## src/rtl/mem_arbiter_if.sv

```systemverilog
// mem_arbiter_if: fetch, data and memory-bus signals shared by the arbiter and its environment
interface mem_arbiter_if #(
    parameter int ADDR_W = 32,
    parameter int DATA_W = 32
);
    logic              if_req;
    logic [ADDR_W-1:0] if_addr;
    logic              if_ready;
    logic [DATA_W-1:0] if_rdata;
    logic              d_req;
    logic              d_we;
    logic [ADDR_W-1:0] d_addr;
    logic [DATA_W-1:0] d_wdata;
    logic              d_ready;
    logic [DATA_W-1:0] d_rdata;
    logic              bus_req;
    logic              bus_we;
    logic [ADDR_W-1:0] bus_addr;
    logic [DATA_W-1:0] bus_wdata;
    logic              bus_ack;
    logic [DATA_W-1:0] bus_rdata;

    modport slave (
        input  if_req, if_addr, d_req, d_we, d_addr, d_wdata, bus_ack, bus_rdata,
        output if_ready, if_rdata, d_ready, d_rdata, bus_req, bus_we, bus_addr, bus_wdata
    );

    modport master (
        output if_req, if_addr, d_req, d_we, d_addr, d_wdata, bus_ack, bus_rdata,
        input  if_ready, if_rdata, d_ready, d_rdata, bus_req, bus_we, bus_addr, bus_wdata
    );
endinterface

```

## src/rtl/mem_arbiter.sv

```systemverilog
// mem_arbiter: shares one memory bus between fetch and data ports, data first with a fetch anti-starvation streak
module mem_arbiter #(
    parameter int ADDR_W          = 32,
    parameter int DATA_W          = 32,
    parameter int MAX_DATA_STREAK = 4
) (
    input  logic          clk,
    input  logic          rst_n,
    mem_arbiter_if.slave  b
);
    localparam int SW = $clog2(MAX_DATA_STREAK + 1);

    typedef enum logic [1:0] {IDLE, BUS_IF, BUS_D} state_t;

    state_t            state, state_d;
    logic [SW-1:0]     streak, streak_d;
    logic [ADDR_W-1:0] addr_q;
    logic [DATA_W-1:0] wdata_q, if_rdata_q, d_rdata_q;
    logic              we_q, req_q, if_ready_q, d_ready_q;
    logic              elig_if, elig_d, grant_if, grant_d, done_if, done_d;

    assign b.bus_req   = req_q;
    assign b.bus_we    = we_q;
    assign b.bus_addr  = addr_q;
    assign b.bus_wdata = wdata_q;
    assign b.if_ready  = if_ready_q;
    assign b.d_ready   = d_ready_q;
    assign b.if_rdata  = if_rdata_q;
    assign b.d_rdata   = d_rdata_q;

    // arbitration, next state and streak update; a port whose ready is high is masked
    always_comb begin
        elig_if  = b.if_req && !if_ready_q;
        elig_d   = b.d_req && !d_ready_q;
        grant_if = 1'b0;
        grant_d  = 1'b0;
        state_d  = state;
        streak_d = streak;
        done_if  = state == BUS_IF && b.bus_ack;
        done_d   = state == BUS_D && b.bus_ack;
        if (state == IDLE) begin
            grant_if = elig_if && (!elig_d || streak == SW'(MAX_DATA_STREAK));
            grant_d  = elig_d && !grant_if;
            state_d  = grant_if ? BUS_IF : grant_d ? BUS_D : IDLE;
        end else if (b.bus_ack) begin
            state_d = IDLE;
        end
        if (grant_if)
            streak_d = '0;
        else if (grant_d)
            streak_d = !b.if_req ? '0 : streak == SW'(MAX_DATA_STREAK) ? streak : streak + 1'b1;
    end

    // state and streak registers
    always_ff @(posedge clk or negedge rst_n) begin
        if (!rst_n) begin
            state  <= IDLE;
            streak <= '0;
        end else begin
            state  <= state_d;
            streak <= streak_d;
        end
    end

    // bus command latch on grant, completion pulses and read-data capture
    always_ff @(posedge clk or negedge rst_n) begin
        if (!rst_n) begin
            req_q      <= 1'b0;
            we_q       <= 1'b0;
            addr_q     <= '0;
            wdata_q    <= '0;
            if_ready_q <= 1'b0;
            d_ready_q  <= 1'b0;
            if_rdata_q <= '0;
            d_rdata_q  <= '0;
        end else begin
            if_ready_q <= done_if;
            d_ready_q  <= done_d;
            if (grant_if || grant_d) begin
                req_q  <= 1'b1;
                addr_q <= grant_d ? b.d_addr : b.if_addr;
                we_q   <= grant_d && b.d_we;
            end else if (done_if || done_d) begin
                req_q <= 1'b0;
            end
            if (grant_d)
                wdata_q <= b.d_wdata;
            if (done_if)
                if_rdata_q <= b.bus_rdata;
            if (done_d && !we_q)
                d_rdata_q <= b.bus_rdata;
        end
    end
endmodule
```

## src/flat_wrapper.sv

```systemverilog
// flat-port wrapper written by rule: the top's interface ports become plain ports
module mem_arbiter_flat 
#(
    parameter int ADDR_W          = 32,
    parameter int DATA_W          = 32,
    parameter int MAX_DATA_STREAK = 4
)
  (clk, rst_n, b_if_req, b_if_addr, b_d_req, b_d_we, b_d_addr, b_d_wdata, b_bus_ack, b_bus_rdata, b_if_ready, b_if_rdata, b_d_ready, b_d_rdata, b_bus_req, b_bus_we, b_bus_addr, b_bus_wdata);
  mem_arbiter_if #(.ADDR_W(ADDR_W), .DATA_W(DATA_W)) b_i ();
  input  logic clk;
  input  logic rst_n;
  input wire logic [$bits(b_i.if_req)-1:0] b_if_req;
  input wire logic [$bits(b_i.if_addr)-1:0] b_if_addr;
  input wire logic [$bits(b_i.d_req)-1:0] b_d_req;
  input wire logic [$bits(b_i.d_we)-1:0] b_d_we;
  input wire logic [$bits(b_i.d_addr)-1:0] b_d_addr;
  input wire logic [$bits(b_i.d_wdata)-1:0] b_d_wdata;
  input wire logic [$bits(b_i.bus_ack)-1:0] b_bus_ack;
  input wire logic [$bits(b_i.bus_rdata)-1:0] b_bus_rdata;
  output wire logic [$bits(b_i.if_ready)-1:0] b_if_ready;
  output wire logic [$bits(b_i.if_rdata)-1:0] b_if_rdata;
  output wire logic [$bits(b_i.d_ready)-1:0] b_d_ready;
  output wire logic [$bits(b_i.d_rdata)-1:0] b_d_rdata;
  output wire logic [$bits(b_i.bus_req)-1:0] b_bus_req;
  output wire logic [$bits(b_i.bus_we)-1:0] b_bus_we;
  output wire logic [$bits(b_i.bus_addr)-1:0] b_bus_addr;
  output wire logic [$bits(b_i.bus_wdata)-1:0] b_bus_wdata;
  assign b_i.if_req = b_if_req;
  assign b_i.if_addr = b_if_addr;
  assign b_i.d_req = b_d_req;
  assign b_i.d_we = b_d_we;
  assign b_i.d_addr = b_d_addr;
  assign b_i.d_wdata = b_d_wdata;
  assign b_i.bus_ack = b_bus_ack;
  assign b_i.bus_rdata = b_bus_rdata;
  assign b_if_ready = b_i.if_ready;
  assign b_if_rdata = b_i.if_rdata;
  assign b_d_ready = b_i.d_ready;
  assign b_d_rdata = b_i.d_rdata;
  assign b_bus_req = b_i.bus_req;
  assign b_bus_we = b_i.bus_we;
  assign b_bus_addr = b_i.bus_addr;
  assign b_bus_wdata = b_i.bus_wdata;
  mem_arbiter #(.ADDR_W(ADDR_W), .DATA_W(DATA_W), .MAX_DATA_STREAK(MAX_DATA_STREAK)) u_core (.clk(clk), .rst_n(rst_n), .b(b_i));
endmodule
```

## config.mk

```make
export PLATFORM = sky130hd
export DESIGN_NAME = mem_arbiter_flat
export DESIGN_NICKNAME = d
export VERILOG_FILES = /design/src/rtl/mem_arbiter_if.sv /design/src/rtl/mem_arbiter.sv /design/src/flat_wrapper.sv
export SDC_FILE = /design/constraint.sdc
export NUM_CORES = 1
export LEC_CHECK = 0
export BUFFER_PORTS_ARGS = -buffer_cell sky130_fd_sc_hd__buf_2
export CORE_MARGIN = 2
export CORE_UTILIZATION = 49
export CTS_BUF_LIST = sky130_fd_sc_hd__clkbuf_4 sky130_fd_sc_hd__clkbuf_8
export DETAILED_ROUTE_END_ITERATION = 10
export GPL_TIMING_DRIVEN = 0
export PLACE_DENSITY = 0.9
export SYNTH_ARGS = -nofsm -noshare
export SYNTH_HDL_FRONTEND = slang
export SYNTH_SLANG_ARGS = --single-unit
```

## constraint.sdc

```tcl
create_clock -name clk -period 2 [get_ports clk]
set_input_delay 0.4 -clock clk [delete_from_list [all_inputs] [get_ports clk]]
set_output_delay 0.4 -clock clk [all_outputs]
set_load 0.03 [all_outputs]
```

==> results of run 1 <==
[state kept, by name, summed over array words and instances, names as in the netlist]
| register | cells |
|---|---|
| u_core.streak | 3 |
| u_core.b.d_rdata | 32 |
| u_core.b.bus_req | 1 |
| u_core.b.if_ready | 1 |
| u_core.b.bus_wdata | 32 |
| u_core.b.bus_addr | 32 |
| u_core.b.d_ready | 1 |
| u_core.b.bus_we | 1 |
| u_core.b.if_rdata | 32 |
| u_core.state | 2 |
[through the flow]
step                      hold slack [ns]  utilization (%)
final                              0.2008            65.97
after global routing               0.1665            65.95
after CTS                          0.1656            65.70
after detailed placement           0.3751            62.70
after global placement             0.4820            62.42
after floorplan                    0.1044                -
[final cells by class]
cell class | instances | area [µm²]
fill | 879 | 4054
sequential | 137 | 3428
timing repair buffer | 269 | 1385
inverter | 39 | 146.4
clock inverter | 4 | 22.52
antenna | 1 | 2.502
clock buffer | 24 | 299.0
buffer | 39 | 222.7
multi-input combinational | 223 | 2167
tap | 147 | 183.9
[repair_timing]
action / 4_1_cts / 5_1_grt
endpoints found under the setup margin: 28 / 95
hold buffers: 1 / 0
hold endpoints to repair: 50 / 0
setup buffers: 2 / 0
resized for setup: 4 / 27
pin swaps: 1 / 0
[worst min path at each step]
stage	from	to	slack [ns]	depth (start not counted)
after detailed placement	rst_n	u_core.b.if_rdata[12]$_DFFE_PN0P_	0.38	1
after global routing	b_d_wdata[12]	u_core.b.bus_wdata[12]$_DFFE_PN0P_	0.17	2
final	b_d_wdata[15]	u_core.b.bus_wdata[15]$_DFFE_PN0P_	0.20	2
after global placement	u_core.b.bus_req$_DFFE_PN0P_	u_core.b.bus_req$_DFFE_PN0P_	0.48	2
after CTS	b_bus_ack	u_core.state[1]$_DFFE_PN0P_	0.17	2
after floorplan	rst_n	u_core.b.bus_addr[0]$_DFFE_PN0P_	0.10	0
[synthesized netlist by cell type, drive strengths merged]
master   instances  area share [%]
o31ai            2            0.25
a211oi          34             4.4
a21o             2            0.25
nand3            1           0.084
nor2b            1            0.11
mux2            96              20
clkbuf          21             1.3
nor4b            1            0.40
nand3b           2            0.25
a21oi            3            0.25
or2              1            0.11
o21ai            3            0.32
and4b            1            0.17
ha               2            0.42
inv             39             2.5
nand4            2            0.21
nor2             1           0.063
nand2b           2            0.21
and3             1            0.11
dfrtp          137              58
buf             18             2.3
nor4            32             3.4
o2bb2ai          1            0.15
a2111oi         32             4.7
nand2            3            0.19
[worst reg2reg max path, delay by kind of cell, from the launching register on]
family	cells	cell delay, ns
compound gates	2	0.58
flops	1	0.40
buf+inv	2	0.35
fa+ha+maj	1	0.24
simple gates	1	0.18
[cell usage in the layout, fill, tap and decap left out, types with 3 or more instances in the layout]
cell type    n
clkbuf_4     6
clkbuf_1    15
mux2_4      28
inv_1       39
clkbuf_8    19
clkbuf_2     5
dfrtp_1    137
clkinv_2     3
buf_6        8
nor4_1      32
mux2_2      68
a211oi_1    33
a2111oi_1   14
a21oi_1      3
a2111oi_0   18
buf_2      275
[power breakdown]
| group | switching [mW] | internal, mW | total [mW] |
|---|---|---|---|
| registers | 0.792 | 4.16 | 4.95 |
| clock network | 0.971 | 0.958 | 1.93 |
| logic | 4.94 | 2.82 | 7.76 |
| total | 6.71 | 7.94 | 14.6 |
[logic make-up after synthesis]
group | after synthesis
simple gates | 48
flops | 137
fa+ha+maj | 2
mux | 96
buf+inv | 78
compound gates | 77
[layer usage]
layer	vias up	wire length, µm	global-route usage, %	part of all wire (%)
li1	2194	-	-	-
met1	2411	6190	28.92	38
met2	294	8363	43.25	51
met3	29	1494	8.077	9.2
met4	0	261	11.06	1.6
met5	-	0	0	0
==> qor.yml, run 1 <==
routing:
  drc: 0
  wl_um: 16310
  drtPass1Iterations: 5
  wl_per_cell_um: 18.47
  vias_per_cell: 5.581
  drt_iter0_drc: 400
  drtAntennaViolNets: 0
  vias: 4928
logic_synthesis:
  synthesis.area_um2: 5924
  synth_compound_area_share_pct: 10.35
  synth_fp_nets: 574
  synth-seq-cells: 137
  synth_top_family_by_area: "multiplexers"
  synth-simple-area-share_pct: 5.280
  synthCells: 438
  muxShareOfSynthArea_pct: 20.02
  syn_avg_cell_area_um2: 13.53
  ys_seq_area_share_pct: 57.87
  ys_warn_count: 0
  synthAdderAreaFrac_pct: 0.4224
  synth_xor_area_share_pct: 0
  yosysUniqueCellTypes: 29
flow_run:
  drv_cap: 0
sta:
  min_period_ns: 1.867
  slew_viol_final: 0
  finClkSkew_ns: 0.01294
  setup_viol: 0
  relSlewSlack_pct: 63.69
  fin_ws_ns: 0.1326
  fmax_ghz: 0.5355
  hold_viol: 0
  worst_slew_pin_slew_ns: 0.5310
  finalSetupTns_ns: 0
  post-route-period-util_pct: 93.37
setup_path:
  end_kind: "flip-flop"
  slowest_delay_ns: 0.47
  cp-startpoint: "u_core.streak[0]$_DFFE_PN0P_"
  critPathArrivalTime_ns: 2.15
  worst-setup-path-type: "flip-flop to flip-flop"
  reg2reg_from: "u_core.streak[0]$_DFFE_PN0P_"
  cp.depth: 6
  path_max_fanout: 10
  slowest_stage: "a2111oi_1"
  worstPathBufferInverterCount: 2
  path_cells: "inv_1, ha_1, nand2_2, clkbuf_2, a2111oi_1, a211oi_1"
  r2r_slack_ns: 0.13
  crit_required_ns: 2.29
  start_kind: "flip-flop"
  r2r_cells: 6
  critPathTopFamily: "compound AO/OA/AOI/OAI gates"
  r2r_end: "u_core.b.bus_addr[15]$_DFFE_PN0P_"
  worstSetupEndpoint: "u_core.b.bus_addr[15]$_DFFE_PN0P_"
floorplanning:
  std_cell_rows: 40
  start_util_pct: 49.74
  die_h_um: 114.0
  io-pin-count: 266
  die_x_um: 114.0
  core_area_um2: 11910
  dieArea_um2: 12990
layout:
  layout.cells.non_filler: 883
  drive_gt1_share_pct: 57.28
  area_growth_pct: 32.63
  nets: 862
  fin_area_um2: 7858
cts:
  cts_buffers: 17
  htreeDepth: 4
  cts-root-buf: "clkbuf_8"
  cts_tree: "built"
  path_clk_slew_ns: 0.07
  clock_latency_ns: 0.43
  cts_buffer_depth: 2
  clock_sinks: 137
placement:
  place.port_buffers: 265
  dpl_worst_slack_ns: -0.1425
  dp.cells: 851
  dpl.hpwl_um: 12080
  dpl_cell_area_um2: 7468
  gp_congestion: 0.8511
global_route:
  grt_pass1_vias: 5228
  antenna_found_initial: 1
  grt_max_degree: 88
  grt_pass1_wl_um: 25600
  track_usage_pct: 25.20
  gr-total-overflow: 0
status:
  status: "finished, final reports clean"
power:
  vdd_drop_max_uv: 1039
  p_total_mw: 14.64
  power_density_nw_per_um2: 1864
  leakage_nw: 3.927
worst_hold_path:
  hold_class: "input pin to flip-flop"
Power figures use the tool's default switching activity.
==> run 2, diff against run 1 <==
Settings changed: CAP_MARGIN from default to 20, PLACE_DENSITY 0.9 to default, PLACE_DENSITY_LB_ADDON from default to 0.1.
==> run 2 against run 1 <==
  * Global-route usage shrank 1.2 points
  * Via count down 1.7%
  * Sequential share of layout area decreased by 0.73 points
  * Clock power grew 31%
  * Critical path depth up 1
  * Sequential cell count unchanged
  * Critical endpoint is now u_core.b.bus_addr[26]$_DFFE_PN0P_
==> qor.yml, run 2 (synthesis results as in run 1) <==
status:
  status: "finished, final reports clean"
floorplanning:
  start_util_pct: 49.74  # unchanged
  die_h_um: 114.0  # unchanged
  core_area_um2: 11910  # unchanged
  die_x_um: 114.0  # unchanged
  io-pin-count: 266  # unchanged
  dieArea_um2: 12990  # unchanged
  std_cell_rows: 40  # unchanged
cts:
  htreeDepth: 4  # unchanged
  cts_buffers: 17  # unchanged
  clock_latency_ns: 0.44  # about the same
  clock_sinks: 137  # unchanged
  cts_tree: "built"
  cts-root-buf: "clkbuf_8"
  path_clk_slew_ns: 0.07  # about the same
  cts_buffer_depth: 2  # unchanged
power:
  p_total_mw: 15.15  # +3.5%
  leakage_nw: 3.994  # +1.7%
  combinationalPowerShare_pct: 51.2  # -1.8 points
  pwr-share-seq_pct: 32.2  # -1.6 points
  p_sw_mw: 6.708  # about the same
  clkPwrFrac_pct: 16.6  # +3.4 points
  vdd_drop_max_uv: 1114  # +7.2%
  switching_share_pct: 44.27  # -1.5 points
  intPower_mw: 8.444  # +6.4%
  power_density_nw_per_um2: 1896  # +1.7%
sta:
  post-route-period-util_pct: 92.11  # -1.3 points
  fmax_ghz: 0.5429  # +1.4%
  finClkSkew_ns: 0.009207  # -0.003730 ns
  hold_viol: 0  # unchanged
  finalSetupTns_ns: 0  # unchanged
  slew_viol_final: 0  # unchanged
  worst_slew_pin_slew_ns: 0.6223  # +0.09133 ns
  fin_ws_ns: 0.1579  # +0.02531 ns
  holdWs_ns: 0.1778  # -0.02294 ns
  relSlewSlack_pct: 58.51  # -5.2 points
  setup_viol: 0  # unchanged
  min_period_ns: 1.842  # -0.02531 ns
global_route:
  grt_pass1_wl_um: 24340  # -4.9%
  antenna_found_initial: 1  # unchanged
  track_usage_pct: 23.97  # -1.2 points
  grt_pass1_vias: 4900  # -6.3%
  grt_max_degree: 73  # -17%
  gr-total-overflow: 0  # unchanged
setup_path:
  r2r_slack_ns: 0.16  # +0.03 ns
  worst-setup-path-type: "flip-flop to flip-flop"
  start_kind: "flip-flop"
  critPathArrivalTime_ns: 2.18  # +0.03 ns
  crit_required_ns: 2.33  # +0.04 ns
  slowest_delay_ns: 0.40  # -0.07 ns
  path_max_fanout: 10  # unchanged
  end_kind: "flip-flop"
  slowest_stage: "dfrtp_1"
  path_cells: "inv_1, ha_1, and4b_1, clkbuf_1, buf_2, nor4_1, a211oi_1"
routing:
  drc: 0  # unchanged
  vias_per_cell: 5.455  # -2.3%
  drtAntennaViolNets: 0  # unchanged
  vias: 4844  # -1.7%
  drt_iter0_drc: 328  # -18%
  wl_per_cell_um: 17.82  # -3.5%
  drtPass1Iterations: 5  # unchanged
  wl_um: 15820  # -3.0%
worst_hold_path:
  hold_class: "input pin to flip-flop"
placement:
  dpl_worst_slack_ns: -0.07042  # +0.07212 ns
  dpl_cell_area_um2: 7468  # unchanged
  dpl.hpwl_um: 11440  # -5.3%
  place.port_buffers: 265  # unchanged
  gp_congestion: 0.8718  # +2.4%
flow_run:
  drv_cap: 0  # unchanged
layout:
  drive_gt1_share_pct: 57.49  # +0.21 points
  diodes: 0  # -1
  fillers: 961  # +9.3%
  nets: 864  # +0.23%
  final_cell_mix: "buf_2 (278), dfrtp_1 (137), mux2_2 (68), inv_1 (39), a211oi_1 (33)"
  area_growth_pct: 34.89
  final_common_cell: "buf_2"
  fin_area_um2: 7991  # +1.7%
## run 2: power groups by stage
stage / Combinational, mW / Sequential, mW / Clock, mW
2_1_floorplan: 2.72 / 7.56 / 0
3_3_place_gp: 7.58 / 4.83 / 0
3_5_place_dp: 7.71 / 4.90 / 0
4_1_cts: 7.74 / 4.87 / 2.57
5_1_grt: 8.20 / 5.04 / 2.69
6_report: 7.76 / 4.87 / 2.52
## run 2: layer usage
metal	up-vias	global-route usage, %	part of all wire (%)
met4	2	9.593	1.7
met5	-	0	0.082
li1	2203	-	-
met1	2384	29.00	40
met3	31	7.917	8.3
met2	224	39.72	50
## run 2: path summary, 6_finish.rpt
check	startpoint	endpoint	cells past startpoint
worst max-delay path	u_core.streak[0]$_DFFE_PN0P_	u_core.b.bus_addr[26]$_DFFE_PN0P_	7
max in group asynchronous	rst_n	u_core.b.d_rdata[20]$_DFFE_PN0P_	3
worst min-delay path	b_bus_ack	u_core.state[1]$_DFFE_PN0P_	2
worst max register to register	u_core.streak[0]$_DFFE_PN0P_	u_core.b.bus_addr[26]$_DFFE_PN0P_	7
worst min register to register	u_core.b.if_rdata[11]$_DFFE_PN0P_	u_core.b.if_rdata[11]$_DFFE_PN0P_	1
min in group asynchronous	rst_n	u_core.b.bus_addr[17]$_DFFE_PN0P_	2
## run 2: final cells by class
type | instances | area, µm² | share of cell area [%]
Buffer | 39 | 220.2 | 2.756
Clock buffer | 21 | 276.5 | 3.460
Clock inverter | 11 | 168.9 | 2.114
Inverter | 39 | 146.4 | 1.832
Multi-Input combinational cell | 223 | 2167 | 27.12
Sequential cell | 137 | 3428 | 42.90
Tap cell | 147 | 183.9 | 2.302
Timing Repair Buffer | 271 | 1400 | 17.52
## run 2: stage by stage
step | cells | utilization [%]
floorplan | 438 | -
global placement | 850 | 62.42
detailed placement | 851 | 62.70
CTS | 884 | 66.59
global route | 888 | 67.09
finish | 888 | 67.09
## run 2: critical path: cells and delay by family, from the launching register on
family / cells / cell delay, ns
fa+ha+maj: 1 / 0.21
buf+inv: 3 / 0.61
simple gates: 2 / 0.30
flops: 1 / 0.40
compound gates: 1 / 0.22
## run 2: timing repair
action                                 4_1_cts  5_1_grt
setup endpoints to repair                   28       58
setup buffers                                0        4
cloned                                       0        0
resized for setup                            1       32
pin swaps                                    0        1
hold buffers                                 1        0
endpoints found under the hold margin       65        0
